File: config.mk
export PLATFORM = sky130hd
export DESIGN_NAME = ring_node_mp
export DESIGN_NICKNAME = d
export VERILOG_FILES = /design/src/rtl/md_pkg.sv /design/src/rtl/pe_inj_fifo.sv /design/src/rtl/ring_node_mp.sv
export SDC_FILE = /design/constraint.sdc
export NUM_CORES = 1
export LEC_CHECK = 0
export ABC_AREA = 1
export CAP_MARGIN = 20
export CORE_ASPECT_RATIO = 1.25
export CORE_MARGIN = 4
export CORE_UTILIZATION = 55
export DETAILED_ROUTE_END_ITERATION = 6
export PLACE_DENSITY = 0.9
export SYNTH_ARGS = -nofsm -noshare
export SYNTH_HDL_FRONTEND = slang
export SYNTH_SLANG_ARGS = --single-unit
File: constraint.sdc
create_clock -name clk -period 10.8 [get_ports clk]
set_input_delay 2.16 -clock clk [delete_from_list [all_inputs] [get_ports clk]]
set_output_delay 2.16 -clock clk [all_outputs]
set_load 0.1 [all_outputs]
File: src/rtl/md_pkg.sv
// Shared molecular-dynamics ring types plus the round-robin helpers used by
// the ring nodes.
package md_pkg;

  localparam int MD_DATA_WIDTH        = 32;
  localparam int MD_PARTICLE_ID_WIDTH = 7;
  localparam int MD_NODE_ID_WIDTH     = 6;
  localparam int MAX_PE               = 8;
  localparam int PE_IDX_W             = 3;

  typedef struct packed {
    logic [MD_PARTICLE_ID_WIDTH-1:0] particle_id;
    logic [MD_DATA_WIDTH-1:0]        force_x;
    logic [MD_DATA_WIDTH-1:0]        force_y;
    logic [MD_DATA_WIDTH-1:0]        force_z;
  } force_data_t;

  typedef struct packed {
    logic [MD_NODE_ID_WIDTH-1:0] dest_id;
    force_data_t                 payload;
  } packet_t;

  // Returns {found, index}: first set bit of req at or after start, wrapping modulo n.
  function automatic logic [PE_IDX_W:0] rr_pick(input logic [MAX_PE-1:0]   req,
                                                input logic [PE_IDX_W-1:0] start,
                                                input int                  n);
    logic [PE_IDX_W:0] res;
    int                idx;
    res = '0;
    for (int k = 0; k < MAX_PE; k++) begin
      idx = int'(start) + k;
      if (idx >= n) idx = idx - n;
      if (k < n && !res[PE_IDX_W] && req[idx]) res = {1'b1, PE_IDX_W'(idx)};
    end
    return res;
  endfunction

  function automatic logic [PE_IDX_W-1:0] rr_next(input logic [PE_IDX_W-1:0] idx,
                                                  input int                  n);
    return (int'(idx) == n - 1) ? '0 : idx + 1'b1;
  endfunction

endpackage

File: src/rtl/pe_inj_fifo.sv
// Small injection FIFO with combinational head read; push and pop may share an
// edge at any occupancy, including full.
module pe_inj_fifo #(
  parameter int WIDTH = 8,
  parameter int DEPTH = 4
) (
  input  logic                   clk,
  input  logic                   rst,
  input  logic                   push,
  input  logic [WIDTH-1:0]       push_data,
  input  logic                   pop,
  output logic [WIDTH-1:0]       pop_data,
  output logic                   full,
  output logic                   empty,
  output logic [$clog2(DEPTH):0] count
);

  localparam int PTR_W = $clog2(DEPTH);

  logic [WIDTH-1:0] mem_q [DEPTH];
  logic [PTR_W-1:0] wr_ptr_q, wr_ptr_d;
  logic [PTR_W-1:0] rd_ptr_q, rd_ptr_d;
  logic [PTR_W:0]   count_q, count_d;
  logic             push_en, pop_en;

  always_comb begin
    pop_en   = pop & (count_q != '0);
    push_en  = push & ((count_q != (PTR_W+1)'(DEPTH)) | pop_en);
    wr_ptr_d = push_en ? wr_ptr_q + 1'b1 : wr_ptr_q;
    rd_ptr_d = pop_en ? rd_ptr_q + 1'b1 : rd_ptr_q;
    count_d  = count_q + (PTR_W+1)'(push_en) - (PTR_W+1)'(pop_en);
  end

  always_ff @(posedge clk) begin
    if (rst) begin
      wr_ptr_q <= '0;
      rd_ptr_q <= '0;
      count_q  <= '0;
    end else begin
      wr_ptr_q <= wr_ptr_d;
      rd_ptr_q <= rd_ptr_d;
      count_q  <= count_d;
    end
  end

  always_ff @(posedge clk) begin
    if (!rst && push_en) mem_q[wr_ptr_q] <= push_data;
  end

  assign pop_data = mem_q[rd_ptr_q];
  assign full     = (count_q == (PTR_W+1)'(DEPTH));
  assign empty    = (count_q == '0);
  assign count    = count_q;

endmodule

File: src/rtl/ring_node_mp.sv
// Ring node with NUM_PE local injection ports; the ring has absolute priority,
// and free outputs are shared round-robin among FIFO heads.
module ring_node_mp
  import md_pkg::*;
#(
  parameter int DATA_WIDTH        = 32,
  parameter int PARTICLE_ID_WIDTH = 7,
  parameter int NODE_ID_WIDTH     = 6,
  parameter int HOME_CELL_ID      = 0,
  parameter int NUM_PE            = 2,
  parameter int FIFO_DEPTH        = 4,
  parameter int STARVE_LIMIT      = 15
) (
  input  logic                    clk,
  input  logic                    rst,
  input  packet_t [NUM_PE-1:0]    pe_pkt_in,
  input  logic    [NUM_PE-1:0]    pe_pkt_valid,
  output logic    [NUM_PE-1:0]    pe_ready,
  input  packet_t                 prev_pkt_in,
  input  logic                    prev_pkt_valid,
  output force_data_t             fc_data_out,
  output logic                    fc_data_valid,
  output packet_t                 nxt_pkt_out,
  output logic                    nxt_pkt_valid,
  output logic    [NUM_PE-1:0]    pe_starved
);

  localparam int PKT_W = NODE_ID_WIDTH + PARTICLE_ID_WIDTH + 3 * DATA_WIDTH;
  localparam int CNT_W = $clog2(FIFO_DEPTH) + 1;
  localparam int BLK_W = $clog2(STARVE_LIMIT + 1);
  localparam logic [NODE_ID_WIDTH-1:0] HOME_ID = NODE_ID_WIDTH'(HOME_CELL_ID);

  packet_t              head_pkt [NUM_PE];
  logic [CNT_W-1:0]     count    [NUM_PE];
  logic [NUM_PE-1:0]    push, pop, full, empty;
  logic [NUM_PE-1:0]    head_local, head_fwd;
  logic                 net_local, net_fwd;
  logic [MAX_PE-1:0]    fc_req, nxt_req;
  logic [PE_IDX_W:0]    fc_pick, nxt_pick;
  logic                 fc_gnt, nxt_gnt;
  logic [PE_IDX_W-1:0]  fc_idx, nxt_idx;
  packet_t              fc_head, nxt_head;

  force_data_t          fc_data_q, fc_data_d;
  logic                 fc_valid_q, fc_valid_d;
  packet_t              nxt_pkt_q, nxt_pkt_d;
  logic                 nxt_valid_q, nxt_valid_d;
  logic [PE_IDX_W-1:0]  rr_fc_q, rr_fc_d;
  logic [PE_IDX_W-1:0]  rr_nxt_q, rr_nxt_d;

  assign net_local = prev_pkt_valid && (prev_pkt_in.dest_id == HOME_ID);
  assign net_fwd   = prev_pkt_valid && (prev_pkt_in.dest_id != HOME_ID);

  for (genvar gi = 0; gi < NUM_PE; gi++) begin : g_pe
    logic [BLK_W-1:0] blk_q, blk_d;

    pe_inj_fifo #(
      .WIDTH (PKT_W),
      .DEPTH (FIFO_DEPTH)
    ) u_fifo (
      .clk       (clk),
      .rst       (rst),
      .push      (push[gi]),
      .push_data (pe_pkt_in[gi]),
      .pop       (pop[gi]),
      .pop_data  (head_pkt[gi]),
      .full      (full[gi]),
      .empty     (empty[gi]),
      .count     (count[gi])
    );

    assign pe_ready[gi]   = ~full[gi];
    assign push[gi]       = pe_pkt_valid[gi] & ~full[gi];
    assign head_local[gi] = ~empty[gi] & (head_pkt[gi].dest_id == HOME_ID);
    assign head_fwd[gi]   = ~empty[gi] & (head_pkt[gi].dest_id != HOME_ID);
    // A head can only request one output, so at most one of these terms fires.
    assign pop[gi] = (fc_gnt && fc_idx == PE_IDX_W'(gi)) ||
                     (nxt_gnt && nxt_idx == PE_IDX_W'(gi));

    always_comb begin
      blk_d = blk_q;
      if (count[gi] == '0 || pop[gi]) blk_d = '0;
      else if (blk_q != BLK_W'(STARVE_LIMIT)) blk_d = blk_q + 1'b1;
    end

    always_ff @(posedge clk) begin
      if (rst) blk_q <= '0;
      else     blk_q <= blk_d;
    end

    assign pe_starved[gi] = (blk_q == BLK_W'(STARVE_LIMIT));
  end

  always_comb begin
    fc_req  = '0;
    nxt_req = '0;
    if (!net_local) fc_req[NUM_PE-1:0]  = head_local;
    if (!net_fwd)   nxt_req[NUM_PE-1:0] = head_fwd;
  end

  assign fc_pick  = rr_pick(fc_req, rr_fc_q, NUM_PE);
  assign nxt_pick = rr_pick(nxt_req, rr_nxt_q, NUM_PE);
  assign fc_gnt   = fc_pick[PE_IDX_W];
  assign nxt_gnt  = nxt_pick[PE_IDX_W];
  assign fc_idx   = fc_pick[PE_IDX_W-1:0];
  assign nxt_idx  = nxt_pick[PE_IDX_W-1:0];

  always_comb begin
    fc_head  = '0;
    nxt_head = '0;
    for (int i = 0; i < NUM_PE; i++) begin
      if (fc_idx == PE_IDX_W'(i))  fc_head  = head_pkt[i];
      if (nxt_idx == PE_IDX_W'(i)) nxt_head = head_pkt[i];
    end
  end

  always_comb begin
    fc_data_d   = '0;
    fc_valid_d  = 1'b0;
    nxt_pkt_d   = '0;
    nxt_valid_d = 1'b0;
    rr_fc_d     = rr_fc_q;
    rr_nxt_d    = rr_nxt_q;

    if (net_local) begin
      fc_data_d  = prev_pkt_in.payload;
      fc_valid_d = 1'b1;
    end else if (fc_gnt) begin
      fc_data_d  = fc_head.payload;
      fc_valid_d = 1'b1;
      rr_fc_d    = rr_next(fc_idx, NUM_PE);
    end

    if (net_fwd) begin
      nxt_pkt_d   = prev_pkt_in;
      nxt_valid_d = 1'b1;
    end else if (nxt_gnt) begin
      nxt_pkt_d   = nxt_head;
      nxt_valid_d = 1'b1;
      rr_nxt_d    = rr_next(nxt_idx, NUM_PE);
    end
  end

  always_ff @(posedge clk) begin
    if (rst) begin
      fc_data_q   <= '0;
      fc_valid_q  <= 1'b0;
      nxt_pkt_q   <= '0;
      nxt_valid_q <= 1'b0;
      rr_fc_q     <= '0;
      rr_nxt_q    <= '0;
    end else begin
      fc_data_q   <= fc_data_d;
      fc_valid_q  <= fc_valid_d;
      nxt_pkt_q   <= nxt_pkt_d;
      nxt_valid_q <= nxt_valid_d;
      rr_fc_q     <= rr_fc_d;
      rr_nxt_q    <= rr_nxt_d;
    end
  end

  assign fc_data_out   = fc_data_q;
  assign fc_data_valid = fc_valid_q;
  assign nxt_pkt_out   = nxt_pkt_q;
  assign nxt_pkt_valid = nxt_valid_q;

endmodule

# Word-level counts from Yosys, hierarchy flattened

Memory sizes are Yosys's and may differ from the RTL's. A register that Yosys moved wholly into a read port is not among the register bits.
Cells that the tools add are included.

Add/sub/neg operators: 18
$mul: 0
Div/mod/pow operators: 0
Magnitude comparators: 8
Eq/ne operators: 12
Shift operators: 0
Mux-type cells: 44
Bitwise logic cells: 18
Reduce and logical (&&, ||, !) cells: 33

Operators by type and width:

| kind                                                              | count |
|---|---|
| two-way mux 109 bit                                               | 4 |
| two-way mux 103 bit                                               | 4 |
| less-than comparator 32 x 5 -> 1 bit, second input constant       | 4 |
| two-way mux 32 bit                                                | 4 |
| zero test 6 bit                                                   | 3 |
| nonzero test 6 bit                                                | 3 |
| two-way mux 1 bit                                                 | 16 |
| two-way mux 4 bit                                                 | 4 |
| binary-select mux 1 bit (select 3 bit)                            | 4 |
| zero test 3 bit                                                   | 4 |
| two-way mux 2 bit                                                 | 6 |
| AND 1 bit                                                         | 10 |
| logical AND 1 bit                                                 | 10 |
| subtractor 4 x 2 -> 5 bit, second input constant                  | 2 |
| adder 2 x 1 -> 2 bit, second input constant                       | 4 |
| adder 3 x 1 -> 4 bit, second input constant                       | 2 |
| adder 4 x 1 -> 4 bit, second input constant                       | 2 |
| equality test 4 bit, second input constant                        | 2 |
| greater-or-equal comparator 4 x 2 -> 1 bit, second input constant | 2 |
| != test 4 bit, second input constant                              | 2 |
| subtractor 3 x 2 -> 4 bit, second input constant                  | 2 |
| adder 3 x 1 -> 3 bit                                              | 2 |
| adder 3 x 1 -> 3 bit, second input constant                       | 2 |
| equality test 3 x 1 -> 1 bit, second input constant               | 2 |
| other kinds (13)                                                  | 33 |

Register bits: 242
Bits in latches: 0
RAM bits: 872
Memory bits (read-only): 0
Input port bits: 332
Output and inout bits: 218
Word-level logic and storage cells: 156
Memories kept: 2

Memories:

| name                 | words | bits a word | read ports | clocked after memory_dff | write ports | line              | text |
|---|---|---|---|---|---|---|---|
| g_pe[0].u_fifo.mem_q | 4     | 109         | 1          | 1                        | 1           | pe_inj_fifo.sv:20 | `logic [WIDTH-1:0] mem_q [DEPTH];` |
| g_pe[1].u_fifo.mem_q | 4     | 109         | 1          | 1                        | 1           | pe_inj_fifo.sv:20 |  |

# Depth between registers and ports, before layout

Gate-level depths: netlist of the first run.

Depth in word-level cells: 20
Gate-level depth with buffers: 28
Depth with buffers taken out: 24

# By module

A second synthesis of the first run with hierarchy kept.

Cells, all modules: 3950
Area total of the unflattened synthesis: 44630.3 um^2

Modules (own cells, without submodules):

| module                        | instances | cells an instance | area an instance (um^2) | seq. area each (um^2) |
|---|---|---|---|---|
| pe_inj_fifo at g_pe[0].u_fifo | 1         | 1128              | 16592.2                 | 13272.7 |
| pe_inj_fifo at g_pe[1].u_fifo | 1         | 1125              | 16562.1                 | 13272.7 |
| ring_node_mp                  | 1         | 1697              | 11476.0                 | 4564.4 |

# Worst setup path before layout of the first run

No wires, ideal clock.

Path type: input-to-reg
Start: input rst
End: memory g_pe[1].u_fifo.mem_q[0][0] (netlist bit), enable pin
Library setup time: 578 ps
Arrival: 7084 ps
Required time: 10222 ps
Slack: 3138 ps
Stages on the path: 4
Buffers on the path: 1
Cells stage by stage: clkbuf_1 > inv_1 > nand2_1 > nor2_1

Cells in the longest elaborated chain, start to end: 4

Ends and longest elaborated chain:

| element                                 | line               | text |
|---|---|---|
| start: declaration                      | ring_node_mp.sv:15 | `input logic rst,` |
| zero test 1 bit                         | pe_inj_fifo.sv:47  | `if (!rst && push_en) mem_q[wr_ptr_q] <= push_data;` |
| logical AND 1 bit                       | pe_inj_fifo.sv:47  |  |
| two-way mux 1 bit                       | pe_inj_fifo.sv:47  |  |
| two-way mux 1 bit (implied by the code) | pe_inj_fifo.sv:47  |  |
| end: declaration                        | pe_inj_fifo.sv:20  |  |

Every way passes these cells.

# Final worst setup path of the first run

Start: input prev_pkt_in[108] (netlist bit)
End: register g_pe[0].u_fifo.count_q[2]

Cells in the longest elaborated chain, start to end: 18
Elaborated cells between the ends (all ways): 36
Classes of those cells: add/sub (2); mux (18); bitwise (3); reduce/logical (13)

Ends and longest elaborated chain:

| element                                                      | line                                   | text |
|---|---|---|
| start: declaration                                           | ring_node_mp.sv:19                     | `input packet_t prev_pkt_in,` |
| zero test 6 bit / nonzero test 6 bit (equally long branches) | ring_node_mp.sv:51, ring_node_mp.sv:52 |  |
| logical AND 1 bit, on equally long branches                  | ring_node_mp.sv:51, ring_node_mp.sv:52 |  |
| two-way mux 2 bit, on equally long branches                  | ring_node_mp.sv:97, ring_node_mp.sv:98 |  |
| binary-select mux 1 bit (select 3 bit)                       | md_pkg.sv:33                           | `if (k < n && !res[PE_IDX_W] && req[idx]) res = {1'b1, PE_IDX_W'(idx)};` |
| two-way mux 1 bit (implied by the code) (2 in a row)         | md_pkg.sv:33                           |  |
| two-way mux 4 bit                                            | md_pkg.sv:33                           |  |
| zero test 1 bit                                              | md_pkg.sv:33                           |  |
| logical AND 1 bit                                            | md_pkg.sv:33                           |  |
| two-way mux 4 bit                                            | md_pkg.sv:33                           |  |
| zero test 3 bit, on equally long branches                    | ring_node_mp.sv:77, ring_node_mp.sv:78 |  |
| logical AND 1 bit, on equally long branches                  | ring_node_mp.sv:77, ring_node_mp.sv:78 |  |
| logical OR 1 bit *                                           | ring_node_mp.sv:77                     | `assign pop[gi] = (fc_gnt && fc_idx == PE_IDX_W'(gi)) \|\|` |
| AND 1 bit *                                                  | pe_inj_fifo.sv:27                      | `pop_en = pop & (count_q != '0);` |
| OR 1 bit                                                     | pe_inj_fifo.sv:28                      | `push_en = push & ((count_q != (PTR_W+1)'(DEPTH)) \| pop_en);` |
| AND 1 bit                                                    | pe_inj_fifo.sv:28                      |  |
| adder 3 x 1 -> 3 bit                                         | pe_inj_fifo.sv:31                      | `count_d = count_q + (PTR_W+1)'(push_en) - (PTR_W+1)'(pop_en);` |
| subtractor 3 x 1 -> 3 bit *                                  | pe_inj_fifo.sv:31                      |  |
| end signal: assignment                                       | pe_inj_fifo.sv:42                      | `count_q <= count_d;` |
| end: declaration                                             | pe_inj_fifo.sv:23                      | `logic [PTR_W:0] count_q, count_d;` |

Mark *: on every way between the ends. The rest lies on a longest branch, timed or not. The select of a mux whose other input is x is not followed.
A chain may end at the register's enable or synchronous reset.

==> impl_metrics.csv, run 1 <==
group,metric,value,unit
sta,fin_crit,7.44,ns
cts,clock_path_buffers,3,
place,dp_cells,5420,
detailed_routing,first_pass_iters,7,
detailed_routing,drc,0,
yosys,ys_ff_latch,1118,
setup_path,cp_max_fo,55,
setup_path,crit_type,"in -> reg",
finish,layout-drive-gt1-share,0.0540,
grt,gr-total-overflow,0,
setup_path,crit_path_start_kind,"input pin",
pwr,p_leak,19.3,nW
yosys,syn_avg_cell_area,11.0,sq um
yosys,synth.distinct_cells,32,
pwr,vdd_drop_max,0.249,mV
job,drv_cap,0,
cts,clk_latency,0.69,ns
cts,cts_max_level,3,
die,num_rows,116,
place,hpwl,86000,microns
detailed_routing,vias_per_cell,6.18,
place,place_area,50900,sq um
pwr,p_per_area,263,nW/um^2
detailed_routing,wire_per_inst,24.3,microns
finish,layout_commonest_cell,"nand2_1",
cts,numCtsBuffers,103,
yosys,ys_seq_area_frac,0.693,
cts,cts_sinks,1118,
finish,stdcell_count,5672,
cts,clockRootBuffer,"clkbuf_16",
sta,max_slew_margin,0.211,
setup_path,end_kind,"register",
detailed_routing,ant_nets,0,
die,initial_core_util,0.557,
setup_path,cp.arrival,8.03,ns
grt,grt_pass1_vias,32742,
cts,holdBufCountCts,0,
sta,worst_slew_pin_slew,1.18,ns
finish,final_cell_mix,"nand2_1 (1,058), edfxtp_1 (872), clkdlybuf4s50_1 (547)",
finish,area_growth,21.7,%
cts,post-cts-setup-buffers,0,
finish,fin_util,0.678,
min_path,hold_class,"reg -> reg",
sta,fin_setup_tns,0,ns
sta,min_period_over_period,0.689,
die,dieHeight,327,microns
sta,max_freq,134,MHz
outcome,status,"complete, no violations",
finish,final_area,54600,sq um
grt,grt_pass1_wl,201000,microns
die,die_w,263,microns
sta,rsz0062_at_grt,"no",
place,port_buffers,549,
cts,cts-resized-gates,0,
cts,cts_tree,"built",
yosys,syn_area,44900,sq um
setup_path,critPathRequiredTime,11.39,ns
die,io_pins,550,
sta,hold_viol_final,0,
detailed_routing,via_count,35032,
setup_path,rr_worst_depth,25,
place,place_congestion,0.944,
detailed_routing,drt_iter0_drc,5135,
die,core_area,80600,sq um
yosys,yosysWarnings,0,
min_path,holdPathStages,2,
sta,drv_slew,0,
detailed_routing,drt-total-wl,138000,microns
grt,grt_max_degree,132,
die,die_area,86200,sq um
yosys,synth_cells,4071,
sta,fin_worst_skew,0.0312,ns
grt,antenna_found_initial,66,
sta,whs,0.501,ns
cts,clk_pin_slew,0.07,ns
finish,nNetsFinal,4824,
sta,setup_viol,0,
grt,grt_use_total,0.305,
## state kept, by name, summed over array words and instances, names as in the netlist, named ones only
name	count
fc_data_out	103
fc_data_valid	1
g_pe.blk_q	8
g_pe.u_fifo.count	6
g_pe.u_fifo.mem_q	872
g_pe.u_fifo.rd_ptr_q	4
g_pe.u_fifo.wr_ptr_q	4
nxt_pkt_out	109
nxt_pkt_valid	1
rr_fc_q	3
rr_nxt_q	3
## per-layer routing
| metal | GRT usage | part of all wire |
|---|---|---|
| met1 | 0.389 | 0.35 |
| met5 | 0 | 0.0010 |
| met2 | 0.475 | 0.46 |
| met3 | 0.0817 | 0.12 |
| met4 | 0.172 | 0.062 |
## cell families after synthesis
group           after synthesis  synth area share
flops                      1118             0.693
compound gates              761            0.0995
xor+xnor                      9           0.00176
other cells                   1         0.0000836
simple gates               1795             0.164
buf+inv                     358            0.0325
fa+ha+maj                    29           0.00842
## critical path, cell delays in order
cell             delay, ns
clkdlybuf4s50_1       0.66
nor2_1                0.20
nand3_1               0.16
nor2_4                0.84
nor2_1                0.08
nand3_1               0.14
nand2_1               0.12
nand4_4               0.63
nand2_4               0.59
inv_2                 0.28
ha_4                  0.59
nand2_1               0.15
nand2_1               0.17
nand2_1               0.12
xnor2_1               0.16
ha_1                  0.17
inv_1                 0.05
fa_1                  0.38
inv_1                 0.08
o21ai_0               0.09
a21oi_1               0.13
## metrics by stage
| step | worst slack [ns] | total power, mW |
|---|---|---|
| detailed placement | 2.88 | 10.5 |
| floorplan | 3.14 | 8.99 |
| finish | 3.36 | 14.4 |
| global placement | 2.86 | 10.4 |
| global route | 3.05 | 14.9 |
| CTS | 3.54 | 14.3 |
## area by class of cell
class                      instances  area, sq um
tap                             1062         1330
clock inverter                    49          483
inverter                          51          211
antenna                           57          143
clock buffer                     146         3060
fill                            5543        25900
timing repair buffer             593         5820
multi-input combinational       2596        12500
sequential                      1118        31100
## synth_stat cells (all sizes together)
cell | instances | area share
nand3 | 468 | 0.052
edfxtp | 872 | 0.58
a32o | 103 | 0.023
nand3b | 1 | 0.00017
buf | 92 | 0.010
inv | 50 | 0.0042
clkbuf | 215 | 0.018
o22ai | 103 | 0.014
nor3 | 7 | 0.00078
conb | 1 | 0.000084
nand4 | 4 | 0.00070
fa | 2 | 0.00089
ha | 27 | 0.0075
nor2 | 251 | 0.021
clkinv | 1 | 0.000084
nand2 | 1064 | 0.089
o21ai | 217 | 0.024
a221oi | 2 | 0.00039
xor2 | 3 | 0.00059
xnor2 | 6 | 0.0012
dfxtp | 246 | 0.11
a21boi | 2 | 0.00033
a21oi | 334 | 0.037
## path summary, 6_finish.rpt
kind	start	end	slack, ns
max	prev_pkt_in[108]	g_pe[0].u_fifo.count[2]	3.36
min	g_pe[1].blk_q[1]	g_pe[1].blk_q[1]	0.50
max reg2reg	register	g_pe[0].u_fifo.count[2]	3.93
min reg2reg	g_pe[1].blk_q[1]	g_pe[1].blk_q[1]	0.50
## report_power, final
group | leakage, nW | internal, mW | total [mW] | switching (mW)
clock | 1.74 | 2.17 | 3.77 | 1.60
sequential | 9.92 | 5.05 | 5.26 | 0.209
combinational | 7.66 | 1.33 | 5.32 | 3.99
Power figures use the tool's default switching activity.
==> run 2, diff against run 1 <==
clock period = 7.6 ns   (was 10.8 ns; I/O delays follow)
==> impl_metrics.csv, run 2 (same netlist as run 1, synthesis figures left out) <==
group,metric,value,unit
sta,setup_viol,0,
cts,cts_sinks,1118,
setup_path,crit_type,"reg -> reg",
grt,grt_pass1_vias,32700,
cts,post-cts-setup-buffers,0,
setup_path,crit_path_end,"g_pe[0].u_fifo.count[2]",
setup_path,end_kind,"register",
setup_path,rr_worst_depth,21,
setup_path,cp_max_fo,56,
sta,rsz0062_at_grt,"no",
pwr,internal_power,12.0,mW
grt,grt_pass1_wl,201000,microns
place,port_buffers,549,
die,io_pins,550,
sta,max_freq,179,MHz
setup_path,cp_cell_sequence,"buf_4, nand3_1, nand2_1, nand2_1, nor2_1, nand3_1, nand2_1, nand4_4, nand2_4, inv_2, ha_4, nand2_1, nand2_1, nand2_1, xnor2_1, ha_1, inv_1, fa_1, inv_1, o21ai_0, a21oi_1",
die,core_area,80600,sq um
die,dieHeight,327,microns
cts,cts_tree,"built",
sta,max_slew_margin,0.211,
detailed_routing,drc,2,
sta,whs,0.504,ns
outcome,status,"finished with violations",
finish,layout-drive-gt1-share,0.0539,
die,die_area,86200,sq um
pwr,clock_power_share,0.256,
cts,clk_latency,0.68,ns
finish,area_growth,21.7,%
grt,antenna_found_initial,64,
sta,drv_slew,0,
sta,fin_setup_tns,0,ns
pwr,finalPower,20.2,mW
cts,clockRootBuffer,"clkbuf_16",
pwr,power_frac_seq,0.368,
cts,cts-resized-gates,0,
setup_path,rrSetupSlack,2.01,ns
setup_path,cpMostUsedCell,"nand2_1",
pwr,comb_power_share,0.376,
finish,largest_register_ffs,872,
die,initial_core_util,0.557,
detailed_routing,drt_iter0_drc,5529,
sta,fin_worst_skew,0.0213,ns
place,place_congestion,0.932,
job,drv_cap,0,
pwr,p_leak,19.3,nW
detailed_routing,ant_nets,0,
finish,final_cell_mix,"nand2_1 (1,058), edfxtp_1 (872), clkdlybuf4s50_1 (548)",
finish,top_register,"g_pe.u_fifo.mem_q",
detailed_routing,vias_per_cell,6.19,
sta,fin_crit,5.59,ns
cts,numCtsBuffers,106,
cts,cts_max_level,3,
cts,holdBufCountCts,0,
pwr,vdd_drop_max,0.364,mV
sta,min_period_over_period,0.736,
sta,hold_viol_final,0,
setup_path,reg2reg_to,"g_pe[0].u_fifo.count[2]",
min_path,hold_class,"reg -> reg",
detailed_routing,first_pass_iters,7,
pwr,p_per_area,370,nW/um^2
grt,grt_max_degree,114,
detailed_routing,wire_per_inst,24.2,microns
setup_path,max_stage_delay,0.80,ns
pwr,switching_share,0.406,
die,num_rows,116,
setup_path,cp_slowest_cell,"dfxtp_4",
min_path,worstHoldStart,"g_pe[0].blk_q[1]",
place,hpwl,86100,microns
detailed_routing,via_count,35126,
min_path,holdPathStages,2,
setup_path,critPathRequiredTime,8.19,ns
outcome,violations,"design-rule violations",
pwr,p_sw,8.21,mW
setup_path,crit_path_start_kind,"register",
cts,clk_pin_slew,0.07,ns
cts,clock_path_buffers,3,
setup_path,cp.arrival,6.18,ns
die,die_w,263,microns
grt,gr-total-overflow,0,
sta,worst_slew_pin_slew,1.18,ns
finish,layout_commonest_cell,"nand2_1",
finish,nNetsFinal,4833,
grt,grt_use_total,0.304,
detailed_routing,drt-total-wl,138000,microns
==> run 2: cell count changes in the layout (fill, tap and decap cells not counted), moves of 2 or more <==
cell / previous run / this run
clkinv_1: 7 / 19
bufinv_16: 8 / 5
clkbuf_1: 22 / 17
clkbuf_16: 113 / 110
diode_2: 57 / 55
buf_12: 0 / 4
clkinv_2: 23 / 20
==> run 2: routing by layer <==
| metal | share of wire | track usage |
|---|---|---|
| met1 | 0.35 | 0.390 |
| met2 | 0.45 | 0.470 |
| met3 | 0.13 | 0.0914 |
| met4 | 0.061 | 0.164 |
| met5 | 0.0013 | 0 |
==> run 2: worst min path at each step <==
stage / to / slack, ns
after global placement: g_pe[0].blk_q[1] / 0.48
final: g_pe[0].blk_q[1] / 0.50
after CTS: g_pe[1].blk_q[1] / 0.50
after floorplan: g_pe[0].blk_q[1] / 0.46
after global routing: register / 0.54
after detailed placement: g_pe[1].blk_q[1] / 0.49
==> run 2: power groups by stage <==
stage               combinational (mW)  clock (mW)  sequential (mW)
detailed placement                7.39           0             7.55
global placement                  7.23           0             7.54
finish                            7.61        5.17             7.43
CTS                               7.45        5.21             7.43
floorplan                         3.39           0             9.39
global route                      8.00        5.47             7.46
==> run 2: cell type report <==
| type | instances | area (sq um) |
|---|---|---|
| tap | 1062 | 1330 |
| sequential | 1118 | 31100 |
| inverter | 51 | 211 |
| multi-input combinational | 2596 | 12500 |
| antenna | 55 | 138 |
| clock buffer | 140 | 2980 |
| timing repair buffer | 599 | 5920 |
| fill | 5521 | 26000 |
| clock inverter | 57 | 429 |
==> run 2: critical path, delay by kind of cell, from the launching register on <==
family,cells,cell delay (ns)
adder cells (fa/ha/maj),3,0.73
AO/OA/AOI/OAI,2,0.23
AND/OR/NAND/NOR,11,2.70
XOR/XNOR,1,0.13
flip-flops,1,0.80
buffers and inverters,4,0.90
==> run 2: stage by stage <==
step           utilization  cells  cell area [sq um]  setup WS, ns
2_1_floorplan            -   4072              44900         0.578
3_3_place_gp         0.633   5425              51000          1.48
3_5_place_dp         0.633   5425              51000          1.50
4_1_cts              0.676   5622              54400          2.00
5_1_grt              0.677   5665              54600          1.74
6_report             0.678   5678              54600          2.01
